[config.mk]
export PLATFORM = sky130hd
export DESIGN_NAME = memory_burst_ctrl_flat
export DESIGN_NICKNAME = d
export VERILOG_FILES = /design/src/rtl/memory_burst_ctrl_if.sv /design/src/rtl/memory_burst_ctrl.sv /design/src/flat_wrapper.sv
export SDC_FILE = /design/constraint.sdc
export NUM_CORES = 1
export LEC_CHECK = 0
export CAP_MARGIN = 10
export CELL_PAD_IN_SITES_DETAIL_PLACEMENT = 1
export CELL_PAD_IN_SITES_GLOBAL_PLACEMENT = 1
export CORE_MARGIN = 3
export CORE_UTILIZATION = 30
export CTS_CLUSTER_SIZE = 40
export DETAILED_ROUTE_END_ITERATION = 7
export PLACE_DENSITY = 0.64
export RECOVER_POWER = 100
export SYNTH_ARGS = -nofsm -noshare
export SYNTH_HDL_FRONTEND = slang
export SYNTH_SLANG_ARGS = --single-unit
[constraint.sdc]
create_clock -name clk -period 1.8 [get_ports clk]
set_clock_uncertainty 0.05 [all_clocks]
set_input_delay 0.54 -clock clk [delete_from_list [all_inputs] [get_ports clk]]
set_output_delay 0.54 -clock clk [all_outputs]
set_load 0.05 [all_outputs]
[src/rtl/memory_burst_ctrl_if.sv]
// Request/data bus between the control unit and the burst-capable scratch RAM.
// The master side issues bursts and streams write data. The slave side returns read beats and status.
interface memory_burst_ctrl_if #(
    parameter int DATA_W = 8,
    parameter int ADDR_W = 4,
    parameter int LEN_W  = 4
);
    logic              mem_enable;
    logic              read_write;
    logic [ADDR_W-1:0] address_bus;
    logic [LEN_W-1:0]  burst_len;
    logic [DATA_W-1:0] data_bus_in;
    logic              data_in_valid;
    logic [DATA_W-1:0] data_bus_out;
    logic              data_out_valid;
    logic              busy;
    logic              done;
    logic              overrun;

    modport master (
        output mem_enable, read_write, address_bus, burst_len, data_bus_in, data_in_valid,
        input  data_bus_out, data_out_valid, busy, done, overrun
    );

    modport slave (
        input  mem_enable, read_write, address_bus, burst_len, data_bus_in, data_in_valid,
        output data_bus_out, data_out_valid, busy, done, overrun
    );
endinterface

[src/rtl/memory_burst_ctrl.sv]
// Single-port synchronous scratch RAM with a burst engine.
// The address auto-increments and wraps. Reset clears the whole array.
module memory_burst_ctrl #(
    parameter int DATA_W = 8,
    parameter int ADDR_W = 4,
    parameter int LEN_W  = 4
) (
    input logic              clk,
    input logic              rst,
    memory_burst_ctrl_if.slave bus
);
    localparam int DEPTH = 2 ** ADDR_W;

    typedef enum logic [1:0] {IDLE, RD, WR} state_t;

    state_t            state_q, state_d;
    logic [ADDR_W-1:0] ptr_q;
    logic [LEN_W-1:0]  rem_q;
    logic [DATA_W-1:0] mem [DEPTH];

    logic              accept, rd_beat, wr_beat, last_beat, overrun_d;
    logic [DATA_W-1:0] dout_q;
    logic              dvalid_q, done_q, overrun_q;

    always_ff @(posedge clk) begin
        if (rst) state_q <= IDLE;
        else     state_q <= state_d;
    end

    always_comb begin
        state_d   = state_q;
        accept    = 1'b0;
        rd_beat   = 1'b0;
        wr_beat   = 1'b0;
        last_beat = 1'b0;
        overrun_d = bus.mem_enable && (state_q != IDLE);
        case (state_q)
            IDLE: begin
                if (bus.mem_enable) begin
                    accept  = 1'b1;
                    state_d = bus.read_write ? RD : WR;
                end
            end
            RD: begin
                rd_beat   = 1'b1;
                last_beat = (rem_q == LEN_W'(1));
                if (last_beat) state_d = IDLE;
            end
            WR: begin
                // A write beat only happens when data is presented; otherwise the burst waits.
                if (bus.data_in_valid) begin
                    wr_beat   = 1'b1;
                    last_beat = (rem_q == LEN_W'(1));
                    if (last_beat) state_d = IDLE;
                end
            end
            default: state_d = IDLE;
        endcase
    end

    always_ff @(posedge clk) begin
        if (rst) begin
            for (int i = 0; i < DEPTH; i++) mem[i] <= '0;
            ptr_q     <= '0;
            rem_q     <= '0;
            dout_q    <= '0;
            dvalid_q  <= 1'b0;
            done_q    <= 1'b0;
            overrun_q <= 1'b0;
        end else begin
            if (accept) begin
                ptr_q <= bus.address_bus;
                rem_q <= (bus.burst_len == '0) ? LEN_W'(1) : bus.burst_len;
            end else if (rd_beat || wr_beat) begin
                ptr_q <= ptr_q + ADDR_W'(1);
                rem_q <= rem_q - LEN_W'(1);
            end
            if (wr_beat) mem[ptr_q] <= bus.data_bus_in;
            // The read bus is forced to zero outside a valid beat.
            dvalid_q  <= rd_beat;
            dout_q    <= rd_beat ? mem[ptr_q] : '0;
            done_q    <= last_beat;
            overrun_q <= overrun_d;
        end
    end

    assign bus.data_bus_out   = dout_q;
    assign bus.data_out_valid = dvalid_q;
    assign bus.busy           = (state_q != IDLE);
    assign bus.done           = done_q;
    assign bus.overrun        = overrun_q;

`ifndef SYNTHESIS
    always @(posedge clk) begin
        if (!rst && rd_beat) $display("READ  addr=%0h data=%0h", ptr_q, mem[ptr_q]);
        if (!rst && wr_beat) $display("WRITE addr=%0h data=%0h", ptr_q, bus.data_bus_in);
    end
`endif
endmodule
[src/flat_wrapper.sv]
// flat-port wrapper written by rule: the top's interface ports become plain ports
module memory_burst_ctrl_flat 
#(
    parameter int DATA_W = 8,
    parameter int ADDR_W = 4,
    parameter int LEN_W  = 4
)
  (clk, rst, bus_mem_enable, bus_read_write, bus_address_bus, bus_burst_len, bus_data_bus_in, bus_data_in_valid, bus_data_bus_out, bus_data_out_valid, bus_busy, bus_done, bus_overrun);
  memory_burst_ctrl_if #(.DATA_W(DATA_W), .ADDR_W(ADDR_W), .LEN_W(LEN_W)) bus_i ();
  input logic clk;
  input logic rst;
  input wire logic [$bits(bus_i.mem_enable)-1:0] bus_mem_enable;
  input wire logic [$bits(bus_i.read_write)-1:0] bus_read_write;
  input wire logic [$bits(bus_i.address_bus)-1:0] bus_address_bus;
  input wire logic [$bits(bus_i.burst_len)-1:0] bus_burst_len;
  input wire logic [$bits(bus_i.data_bus_in)-1:0] bus_data_bus_in;
  input wire logic [$bits(bus_i.data_in_valid)-1:0] bus_data_in_valid;
  output wire logic [$bits(bus_i.data_bus_out)-1:0] bus_data_bus_out;
  output wire logic [$bits(bus_i.data_out_valid)-1:0] bus_data_out_valid;
  output wire logic [$bits(bus_i.busy)-1:0] bus_busy;
  output wire logic [$bits(bus_i.done)-1:0] bus_done;
  output wire logic [$bits(bus_i.overrun)-1:0] bus_overrun;
  assign bus_i.mem_enable = bus_mem_enable;
  assign bus_i.read_write = bus_read_write;
  assign bus_i.address_bus = bus_address_bus;
  assign bus_i.burst_len = bus_burst_len;
  assign bus_i.data_bus_in = bus_data_bus_in;
  assign bus_i.data_in_valid = bus_data_in_valid;
  assign bus_data_bus_out = bus_i.data_bus_out;
  assign bus_data_out_valid = bus_i.data_out_valid;
  assign bus_busy = bus_i.busy;
  assign bus_done = bus_i.done;
  assign bus_overrun = bus_i.overrun;
  memory_burst_ctrl #(.DATA_W(DATA_W), .ADDR_W(ADDR_W), .LEN_W(LEN_W)) u_core (.clk(clk), .rst(rst), .bus(bus_i));
endmodule
==> flow_summary.yaml, run 1 <==
status:
  outcome: "finished, violations left"
  failed_checks: "setup timing"
yosys:
  synth_top_area_cell: "edfxtp_1"
  synth_area_leaders: "edfxtp_1, and2_1, mux4_2"
  synth_cells: 488
  syn_avg_cell_area_um2: 14.1
  ys_ff_latch: 149
  synth_top_area_frac: 0.559
  synthDistinctLibCells: 39
  syn_nets: 518
  synth_ff_type: "edfxtp_1"
  synth_edf_count: 128
  yosysSeqAreaShare: 0.620
  synth_common_cells: "and2_1, edfxtp_1, nor2_1, dfxtp_1, mux2i_1"
  async_reset_ff_frac: 0
  synth.cell_area_um2: 6870
  synth_warnings: 0
  yosys.cell_count.top_type: "and2_1"
timing:
  holdWs_ns: 0.495
  rsz0062_at_grt: "true"
  slew_headroom: 0.691
  timing.final.crit_share: 1.02
  setup-violations-final: 38
  final_max_slew_viol_count: 0
  fmax_ghz: 0.547
  setup_ws_ns: -0.0271
  fin_crit_ns: 1.83
  tightestPinTransition_ns: 0.462
  final-hold-violation-count: 0
power_and_ir_drop:
  p_per_area_nw_per_um2: 1000
  fin_total_pwr_mw: 8.80
  vdd_ir_drop_max_uv: 520
  leakagePower_nw: 3.28
grt:
  grt_max_degree: 24
  antenna_found_initial: 0
  busiest_layer: "met2"
  grt_use_met1: 0.192
  grt_pass1_vias: 4508
  grtUsageMet2: 0.246
  grt_overflow: 0
  grt_pass1_wl_mm: 26.7
  grt_use_total: 0.148
  grt_util_met3: 0.0349
cts:
  clk_pin_slew_worst_paths_ns: 0.06
  htreeDepth: 4
  postCtsHoldBufs: 0
  cts_tree: "done"
  numCtsBuffers: 17
  clkLatencyLatePin_ns: 0.43
  cts_root_buf: "clkbuf_16"
  cts_num_sinks: 149
  cts.path.max_buffers: 2
worst_setup_path:
  worstPathMaxFanout: 2
  crit_buf_inv: 4
  worst_path_dominant_cell_family: "buffers and inverters"
  slowest_stage: "dfxtp_2"
  critPathMaxStageDelay_ns: 0.33
  crit_chain: "inv_2, buf_6, ha_4, inv_2, buf_12"
  criticalPathCategory: "flip-flop to output pin"
  required_ns: 1.21
  worstSetupEndpointType: "output pin"
  start_kind: "flip-flop"
  crit_top_cell: "inv_2"
  worstPathArrival_ns: 1.24
placed_design:
  gp_congestion: 0.797
  dp_hpwl_mm: 12.6
  portBuffers: 32
cells_and_area:
  nets: 595
  diodes: 0
  area_delta_synth_final_pct: 28.1
  fin_util: 0.397
  drive_above_1_share: 0.280
  num-fill-cells: 2281
  seq_area_um2: 4270
  multi_input_area_um2: 2550
hold_path:
  hp-class: "flip-flop to flip-flop"
route:
  drc: 0
  drtIter0Drc: 240
  viasPerCell: 4.83
  routed_wl_mm: 17.6
  postRouteAntennaNets: 0
  firstDrtPassIters: 5
  wl_per_cell_um: 20.5
  dr_total_vias: 4142
floorplanning:
  core_um2: 22200
  start_util: 0.310
  io_pins: 33
  dieHeight_um: 157
  fp-row-count: 54
  die_area_um2: 24800
  die-width_um: 157
run:
  maxCapViolations: 0
## layout make-up
type                            count  area share
Sequential cell                   149       0.485
Multi-Input combinational cell    304       0.290
Timing Repair Buffer               84       0.111
Clock buffer                       20      0.0496
Tap cell                          280      0.0398
Clock inverter                     12      0.0202
Inverter                            9     0.00412
## state kept, by name (all words and copies together) (netlist names)
register,count
u_core.mem,128
u_core.bus.data_bus_out,8
u_core.ptr_q,4
u_core.rem_q,4
u_core.state_q,2
u_core.bus.data_out_valid,1
u_core.bus.done,1
u_core.bus.overrun,1
## cell usage in the layout, fill, tap and decap left out, types with 13 or more instances in the layout
master,netlist,final
mux2i_1,21,21
nor2_1,29,19
mux4_2,20,20
or2_4,0,16
dfxtp_1,21,18
buf_4,1,39
buf_12,2,23
edfxtp_1,128,128
clkbuf_16,0,17
and2_1,130,130
nand2_1,18,13
clkdlybuf4s50_1,0,20
## through the flow
stage                     setup TNS [ns]  cell area (um2)  std cells  setup WS (ns)
after global routing               -9.55             8800        858        -0.0973
after global placement           -114.21             8020        824         -0.507
after CTS                          -1.45             8730        858        -0.0774
after floorplan                        0             6870        488        0.00345
after detailed placement         -122.24             8020        824         -0.569
final                             -0.362             8800        858        -0.0271
## cell families (layout without fill, tap and decap cells)
logic type / count (synthesis) / in the layout / synth area share
simple gates: 216 / 216 / 0.182
flops: 149 / 149 / 0.620
compound gates: 29 / 29 / 0.0328
buf+inv: 35 / 125 / 0.0279
fa+ha+maj: 9 / 9 / 0.0164
mux: 46 / 46 / 0.115
xor+xnor: 4 / 4 / 0.00510
## worst min-delay path: cells and delay by family, from the launching register on
kind / cells / cell delay, ns
AND/OR/NAND/NOR: 1 / 0.06
AO/OA/AOI/OAI: 1 / 0.08
flip-flops: 1 / 0.34
## final timing paths
kind / startpoint / to / slack [ns] / cells past startpoint
worst max-delay path: u_core.state_q[0]$_SDFFE_PP0P_ / bus_busy / -0.03 / 5
worst max register to register: u_core.state_q[0]$_SDFFE_PP0P_ / u_core.mem[15][6]$_SDFFCE_PN0P_ / -0.02 / 6
worst min-delay path: u_core.rem_q[0]$_SDFFE_PP0P_ / u_core.rem_q[0]$_SDFFE_PP0P_ / 0.49 / 2
worst min register to register: u_core.rem_q[0]$_SDFFE_PP0P_ / u_core.rem_q[0]$_SDFFE_PP0P_ / 0.49 / 2
## where the power goes
part	switching (mW)	internal [mW]
Combinational	0.575	0.532
Sequential	0.0898	3.88
Clock	1.41	2.32
Total	2.07	6.73
## metal layers
metal / vias up / routed length [um]
met5: - / 0
met4: 0 / 233
met3: 20 / 764
met2: 93 / 8810
met1: 2103 / 7800
li1: 1926 / -
## repair_timing
action	in CTS	in global routing
cloned	0	0
endpoints found under the hold margin	0	0
endpoints found under the setup margin	254	261
buffers inserted	2	0
resized for setup	33	20
pin swaps	2	7
Power figures use the tool's default switching activity.
==> run 2, diff against run 1 <==
Settings changed: DONT_BUFFER_PORTS from default to 1, PLACE_DENSITY 0.64 to 0.61.
==> run 2 against run 1 <==
Against the previous run: the flow now finishes without violations; flip-flop and latch count unchanged; total power is 0.48% lower; final cell count fell by 5.0%; global-route usage is 0.74 points lower; combinational power fell by 21%; hold slack got worse by 0.36 ns; first-iteration DRC count is 5.8% lower; core utilization shrank 2.8 points; sequential power hardly changed; critical path depth is 1 lower; register-to-register slack better by 0.06 ns; routed wire length decreased by 5.8%; critical path type unchanged; largest cell class unchanged.
==> flow_summary.yaml, run 2 (synthesized netlist as in run 1, its figures left out) <==
status:
  outcome: "completed"
worst_setup_path:
  reg2reg_slack_ns: 0.04
  required_ns: 1.21
  worstPathMaxFanout: 4
  worstSetupEndpointType: "output pin"
  start_kind: "flip-flop"
  worstPathArrival_ns: 1.18
  criticalPathCategory: "flip-flop to output pin"
cts:
  cts_root_buf: "clkbuf_16"
  cts_tree: "done"
  numCtsBuffers: 17
  clk_pin_slew_worst_paths_ns: 0.06
  cts.path.max_buffers: 2
  htreeDepth: 4
  clkLatencyLatePin_ns: 0.42
  cts_num_sinks: 149
route:
  wl_per_cell_um: 20.3
  viasPerCell: 4.85
  drtIter0Drc: 226
  postRouteAntennaNets: 0
  dr_total_vias: 3952
  firstDrtPassIters: 4
  routed_wl_mm: 16.6
  drc: 0
floorplanning:
  start_util: 0.310
  core_um2: 22200
  dieHeight_um: 157
  fp-row-count: 54
  die-width_um: 157
  io_pins: 33
  die_area_um2: 24800
timing:
  tightestPinTransition_ns: 0.551
  slew_headroom: 0.632
  timing.final.crit_share: 0.983
  fin_crit_ns: 1.77
  fmax_ghz: 0.565
  final-hold-violation-count: 0
  setup-violations-final: 0
  final_max_slew_viol_count: 0
  setup_tns_ns: 0
  rsz0062_at_grt: "true"
placed_design:
  portBuffers: 0
  gp_congestion: 0.788
  dp_hpwl_mm: 11.9
grt:
  grt_pass1_vias: 4297
  grt_pass1_wl_mm: 25.8
  grt_overflow: 0
  grt_use_total: 0.141
  antenna_found_initial: 0
  grt_max_degree: 32
cells_and_area:
  layout_commonest_cell: "and2_1"
  diodes: 0
  largest-register: "u_core.mem"
  largest_reg_flops: 128
  fin_util: 0.369
  final_cell_mix: "and2_1, edfxtp_1, buf_4"
  area_delta_synth_final_pct: 19.1
  drive_above_1_share: 0.256
  nets: 552
power_and_ir_drop:
  leakagePower_nw: 3.03
  p_per_area_nw_per_um2: 1070
  fin_total_pwr_mw: 8.76
  vdd_ir_drop_max_uv: 621
run:
  maxCapViolations: 0
hold_path:
  hp-class: "primary input to flip-flop"
## run 2: layout make-up
cell class              count  area, um2
multi-input cells         304       2540
fillers                  2275      14000
repair buffers             41        340
well taps                 280        350
clock inverters            11        198
clock buffers              21        450
inverters                   9       33.8
flip-flops and latches    149       4270
## run 2: worst max-delay path, stage by stage, from the launching register on
cell	delay (ns)
dfxtp_2	0.35
inv_2	0.06
ha_4	0.16
inv_2	0.05
buf_8	0.13
## run 2: metrics by stage
step | setup WS, ns | hold slack [ns] | cell area, um2 | cells
global route | -0.0300 | 0.118 | 8190 | 815
floorplan | 0.00345 | 0.441 | 6870 | 488
finish | 0.0303 | 0.132 | 8190 | 815
detailed placement | -0.0771 | 0.480 | 7380 | 781
CTS | -0.00665 | 0.113 | 8120 | 813
global placement | -0.0754 | 0.464 | 7380 | 781
## run 2: repair_timing
action / CTS / global route
setup endpoints to repair: 129 / 126
cloned: 0 / 0
setup buffers: 0 / 2
hold buffers: 0 / 0
gates resized for setup: 33 / 17
pin swaps: 0 / 8
## run 2: where the power goes
part | internal, mW | leakage [nW] | total (mW) | switching (mW)
clock network | 2.51 | 0.312 | 3.90 | 1.39
registers | 3.88 | 1.49 | 3.98 | 0.108
logic | 0.412 | 1.22 | 0.876 | 0.464
total | 6.80 | 3.03 | 8.76 | 1.96
## run 2: worst paths after layout
path                                                       end  depth (start not counted)                            from
worst max-delay path                                  bus_busy                          4  u_core.state_q[1]$_SDFFE_PP0P_
worst min-delay path              u_core.rem_q[2]$_SDFFE_PP0P_                          1                             rst
worst min register to register    u_core.rem_q[0]$_SDFFE_PP0P_                          2    u_core.rem_q[0]$_SDFFE_PP0P_
worst max register to register  u_core.mem[5][7]$_SDFFCE_PN0P_                          6  u_core.state_q[0]$_SDFFE_PP0P_
## run 2: metal layers
metal | wire length, um | up-vias | global-route usage
met4 | 274 | 0 | 0.0483
li1 | - | 1840 | -
met3 | 582 | 15 | 0.0324
met5 | 0 | - | 0
met1 | 7630 | 2029 | 0.184
met2 | 8090 | 68 | 0.231
==> variant 1, RTL diff (config.mk and constraints of run 2) <==
Re-encode `state_t` (3 states) as one-hot, 3 bits wide.
--- a/src/rtl/memory_burst_ctrl.sv
+++ b/src/rtl/memory_burst_ctrl.sv
@@ -11,7 +11,7 @@
 );
     localparam int DEPTH = 2 ** ADDR_W;
 
-    typedef enum logic [1:0] {IDLE, RD, WR} state_t;
+    typedef enum logic [2:0] {IDLE = 3'b001, RD = 3'b010, WR = 3'b100} state_t;
 
     state_t            state_q, state_d;
     logic [ADDR_W-1:0] ptr_q;
Function: no difference found for any inputs over 4 cycles, from zero or initial values and one cycle with rst high; so few cycles prove little.
==> variant 1 against run 2 <==
The flow now finishes with violations (setup timing). Power is 4.3% lower. Core utilization is 1.1 points higher. Setup slack worse by 0.13 ns. Global-route usage is 1.0 points higher. Sequential cell count is 1 higher. Design area is 3.2% higher. Cell count is 0.49% higher. Combinational power is 2.9% lower. Area after synthesis is 0.66% higher. Maximum frequency is 6.8% lower. Routed wire length is 7.0% higher.
==> variant 1: results (changes against run 2) <==
Run status
  • Status: finished, violations left (was completed)
  • Violated checks: setup timing

Logic synthesis
  • Synth Area in Compound Gates: 0.0345 (was 0.0328)
  • Post-synthesis mux area share: 0.120 (was 0.115)
  • Syn Nets: 506 (was 518)
  • Seq/Total Area, Yosys: 0.619 (was 0.620)
  • Post-synth EDFFs: 128 (unchanged)
  • Synthesis Warnings: 0 (unchanged)
  • Most frequent cells after synthesis: and2_1 (128), edfxtp_1 (128), mux4_2 (32) (was and2_1 (130), edfxtp_1 (128), nor2_1 (29))
  • XOR/XNOR share of the synthesized area: 0.00760 (was 0.00510)
  • Adder-cell share of the synthesized area: 0.0109 (was 0.0164)
  • Post-synth ARST share: 0 (unchanged)
  • Yosys cell types: 37 (was 39)
  • Synth top area cells: edfxtp_1 (56%), and2_1 (12%), mux4_2 (10%) (was edfxtp_1 (56%), and2_1 (12%), mux4_2 (6.6%))

STA
  • Endpoints failing setup: 2 (was 0)
  • Slew Viols, Final: 0 (unchanged)
  • Final worst slack: -0.0984 ns (was 0.0303 ns)
  • Worst-Margin Slew: 0.600 ns (was 0.551 ns)

CTS
  • Inserted Clock Buffers: 17 (unchanged)
  • Clock latency on the worst-skew pair: 0.42 ns (about the same)
  • Clock Tree Buf Depth: 2 (unchanged)
  • CTS root buf: clkbuf_16 (unchanged)
  • Clk pin slew, worst setup/hold paths: 0.06 ns (about the same)
  • H-tree depth: 4 (unchanged)

Route
  • Routed Wire Length: 17700 um (was 16600 um)
  • 1st-iter DRT viols: 319 (was 226)
  • Total vias in the final route: 3945 (was 3952)
  • 1st-pass router iterations: 4 (unchanged)

Cells and area
  • Antenna Diode Count: 0 (unchanged)
  • Layout net count: 553 (was 552)
  • Largest Register: u_core.mem (unchanged)
  • Layout cells sized above 1: 0.317 (was 0.256)
  • Max FFs per register: 128 (unchanged)

Place
  • Cell Area, Placed: 7670 um2 (was 7380 um2)
  • IO Port Bufs: 0 (unchanged)
  • Pre-CTS setup slack: -0.138 ns (was -0.0771 ns)
  • Gpl congestion: 0.812 (was 0.788)
  • Dpl hpwl: 12600 um (was 11900 um)

Pwr
  • Peak supply drop: 0.666 mV (was 0.621 mV)
  • P_leak: 0.00304 uW (was 0.00303 uW)

Worst hold path
  • Hold depth: 1 (unchanged)
  • Tightest Hold Check Type: in -> reg (unchanged)

Worst setup path
  • Critical Path Fanout Max: 7 (was 4)
  • CP max stage cell: dfxtp_4 (was dfxtp_2)
  • Worst R2R Path Depth: 5 (was 6)
  • Worst EP arrival: 1.31 ns (was 1.18 ns)
  • Max incr delay on CP: 0.35 ns (about the same)
  • Delay-heaviest family, CP: flip-flops (unchanged)

GRT
  • Initial antenna violation count: 0 (unchanged)
  • First-pass GRT wire length: 27400 um (was 25800 um)
  • Vias in the first global route: 4481 (was 4297)
  • GRT Resource Usage Total: 0.151 (was 0.141)
  • Largest net degree at the start of global routing: 32 (unchanged)

Flow run
  • Max Cap Viol: 0 (unchanged)
[variant 1: changes by cell type after synthesis, sizes merged, moves of 4 or more]
cell / change
a211oi: +16
nand2: -13
mux2i: -10
nor2: -9
a221o: -8
mux4: +7
o21ai: +7
o22ai: -7
nor2b: +6
nor3b: +4
[variant 1: layout make-up]
type	count	area, um2
Clock buffer	19	433
Clock inverter	13	155
Fill cell	2284	13800
Inverter	8	40.0
Multi-Input combinational cell	293	2670
Sequential cell	150	4300
Tap cell	280	350
Timing Repair Buffer	56	497
[variant 1: kinds of logic (layout without fill, tap and decap cells)]
kind of cell	after synthesis	count (layout)
multiplexers	43	43
XOR/XNOR	6	6
buffers and inverters	36	96
AND/OR/NAND/NOR	204	204
adder cells (fa/ha/maj)	6	6
AO/OA/AOI/OAI	34	34
flip-flops	150	150
[variant 1: metrics by stage]
step	hold slack (ns)	util	TNS, ns	cells
final	0.145	0.380	-0.131	819
after global routing	0.118	0.380	-0.821	819
after CTS	0.113	0.376	-0.108	813
after detailed placement	0.514	0.345	-1.61	777
after global placement	0.499	0.345	-0.384	777
after floorplan	0.461	-	-1.66	479
[variant 1: worst paths after layout]
path	startpoint	endpoint	slack [ns]
setup / recovery	u_core.state_q[0]$_SDFFE_PP1P_	bus_busy	-0.1
hold / removal	rst	u_core.bus.overrun$_SDFF_PP0_	0.15
setup reg to reg	u_core.state_q[1]$_SDFFE_PP0P_	u_core.bus.data_bus_out[1]$_SDFF_PP0_	-0.03
hold reg to reg	u_core.ptr_q[1]$_SDFFE_PP0P_	u_core.ptr_q[1]$_SDFFE_PP0P_	0.53
[variant 1: metal layers]
layer | global-route usage | wire length [um] | vias up
met1 | 0.203 | 8220 | 2008
met5 | 0 | 0 | -
li1 | - | - | 1847
met4 | 0.0397 | 172 | 0
met2 | 0.248 | 8540 | 80
met3 | 0.0344 | 805 | 10
[variant 1: repair_timing]
| item | in CTS | in global routing |
|---|---|---|
| pin swaps | 5 | 12 |
| setup buffers | 4 | 6 |
| gates resized for setup | 19 | 11 |
| setup endpoints to repair | 54 | 96 |
[variant 1: power breakdown]
| part | internal [uW] | switching [uW] | leakage (uW) | total [uW] |
|---|---|---|---|---|
| logic | 423 | 428 | 0.00125 | 851 |
| registers | 3880 | 78.8 | 0.00150 | 3960 |
| clock network | 2170 | 1400 | 0.000286 | 3570 |
==> variant 2, RTL diff (flow settings as in run 2) <==
Made on the original files. `DATA_W` is set to 8 in 3 places; all go to 12.
--- a/src/rtl/memory_burst_ctrl_if.sv
+++ b/src/rtl/memory_burst_ctrl_if.sv
@@ -1,7 +1,7 @@
 // Request/data bus between the control unit and the burst-capable scratch RAM.
 // The master side issues bursts and streams write data. The slave side returns read beats and status.
 interface memory_burst_ctrl_if #(
-    parameter int DATA_W = 8,
+    parameter int DATA_W = 12,
     parameter int ADDR_W = 4,
     parameter int LEN_W  = 4
 );
--- a/src/rtl/memory_burst_ctrl.sv
+++ b/src/rtl/memory_burst_ctrl.sv
@@ -1,7 +1,7 @@
 // Single-port synchronous scratch RAM with a burst engine.
 // The address auto-increments and wraps. Reset clears the whole array.
 module memory_burst_ctrl #(
-    parameter int DATA_W = 8,
+    parameter int DATA_W = 12,
     parameter int ADDR_W = 4,
     parameter int LEN_W  = 4
 ) (
--- a/src/flat_wrapper.sv
+++ b/src/flat_wrapper.sv
@@ -1,7 +1,7 @@
 // flat-port wrapper written by rule: the top's interface ports become plain ports
 module memory_burst_ctrl_flat 
 #(
-    parameter int DATA_W = 8,
+    parameter int DATA_W = 12,
     parameter int ADDR_W = 4,
     parameter int LEN_W  = 4
 )
Interface: changed (resized bus_data_bus_in and bus_data_bus_out); port bits go from 33 to 41. The function was not compared with the original's and may differ.
==> variant 2 against run 2 <==
The flow now finishes with violations (setup timing). Setup slack got worse by 0.18 ns. Design area grew 49%. Synthesized cell count is 33% higher. Area after synthesis is 42% higher. Sequential cell count rose by 68. Routed wire length up 60%. Power increased by 40%. Core utilization grew 1.6 points.
==> variant 2: results (changes against run 2) <==
Cells and area
  • Max FFs per register: 192 (was 128)

STA
  • Post-route setup TNS: -5.83 ns (was 0 ns)
  • Endpoints failing setup: 132 (was 0)
  • Worst-Margin Slew: 0.502 ns (was 0.551 ns)
  • Final worst slack: -0.148 ns (was 0.0303 ns)

Worst setup path
  • Critical Path Fanout Max: 3 (was 4)
  • Worst r2r dst: u_core.bus.data_bus_out[0]$_SDFF_PP0_ (was u_core.mem[5][7]$_SDFFCE_PN0P_)
  • Worst EP arrival: 1.36 ns (was 1.18 ns)
  • Worst R2R Path Depth: 7 (was 6)

Pwr
  • P_leak: 0.00441 uW (was 0.00303 uW)
  • Peak supply drop: 0.534 mV (was 0.621 mV)

Logic synthesis
  • Seq/Total Area, Yosys: 0.644 (was 0.620)
  • Synth top area cells: edfxtp_1 (59%), and2_1 (12%), mux4_2 (9.3%) (was edfxtp_1 (56%), and2_1 (12%), mux4_2 (6.6%))
  • Post-synth EDFFs: 192 (was 128)
  • Syn Nets: 683 (was 518)
  • Most frequent cells after synthesis: and2_1 (192), edfxtp_1 (192), mux4_2 (40) (was and2_1 (130), edfxtp_1 (128), nor2_1 (29))

CTS
  • Clock Tree Buf Depth: 3 (was 2)
  • H-tree depth: 1 (was 4)
  • Clock latency on the worst-skew pair: 0.52 ns (was 0.42 ns)
  • Inserted Clock Buffers: 25 (was 17)

Route
  • 1st-iter DRT viols: 383 (was 226)
  • WL/cell: 23.6 um (was 20.3 um)
  • Routed wl met2: 13700 um (was 8090 um)
  • 1st-pass router iterations: 5 (was 4)

Place
  • Cell Area, Placed: 10600 um2 (was 7380 um2)
  • Dpl hpwl: 16500 um (was 11900 um)
  • Pre-CTS setup slack: -0.462 ns (was -0.0771 ns)

GRT
  • Met1 Use GR: 0.196 (was 0.184)
  • GR Layer Usage met2: 0.274 (was 0.231)
  • Grt met3 use: 0.0268 (was 0.0324)

Run status
  • Status: finished, violations left (was completed)
  • Violated checks: setup timing

Worst hold path
  • Hold path endpoint: u_core.state_q[0]$_SDFFE_PP0P_ (was u_core.rem_q[2]$_SDFFE_PP0P_)
==> variant 2: worst max-delay path: cells and delay by family (launching register included) <==
kind	cells	cell delay (ns)
fa+ha+maj	1	0.15
buf+inv	4	0.34
flops	1	0.35
==> variant 2: final cells by class <==
cell class | count | area [um2]
Clock buffer | 29 | 641
Antenna cell | 1 | 2.50
Tap cell | 402 | 503
Multi-Input combinational cell | 379 | 3670
Sequential cell | 217 | 6270
Fill cell | 3184 | 19500
Clock inverter | 17 | 204
Timing Repair Buffer | 71 | 870
Inverter | 11 | 47.5
==> variant 2: where the power goes <==
part / switching [uW] / leakage (uW) / internal, uW
Combinational: 661 / 0.00181 / 633
Sequential: 128 / 0.00219 / 5660
Clock: 2080 / 0.000409 / 3150
==> variant 2: metrics by stage <==
stage / instances / util
finish: 1127 / 0.385
global route: 1126 / 0.385
CTS: 1115 / 0.375
detailed placement: 1051 / 0.334
global placement: 1051 / 0.334
floorplan: 649 / -
==> variant 2: kinds of logic (layout without fill, tap and decap cells) <==
group | after synthesis | count (layout) | share of synthesized area
flip-flops | 217 | 217 | 0.644
other | 0 | 1 | 0
AND/OR/NAND/NOR | 270 | 278 | 0.164
multiplexers | 47 | 47 | 0.112
XOR/XNOR | 4 | 4 | 0.00360
buffers and inverters | 61 | 128 | 0.0292
AO/OA/AOI/OAI | 41 | 41 | 0.0360
adder cells (fa/ha/maj) | 9 | 9 | 0.0116
==> variant 2: repair_timing <==
| item | 4_1_cts | 5_1_grt |
|---|---|---|
| cloned | 11 | 5 |
| setup endpoints to repair | 304 | 401 |
| pin swaps | 16 | 17 |
| resized for setup | 77 | 49 |
| buffers inserted | 7 | 7 |
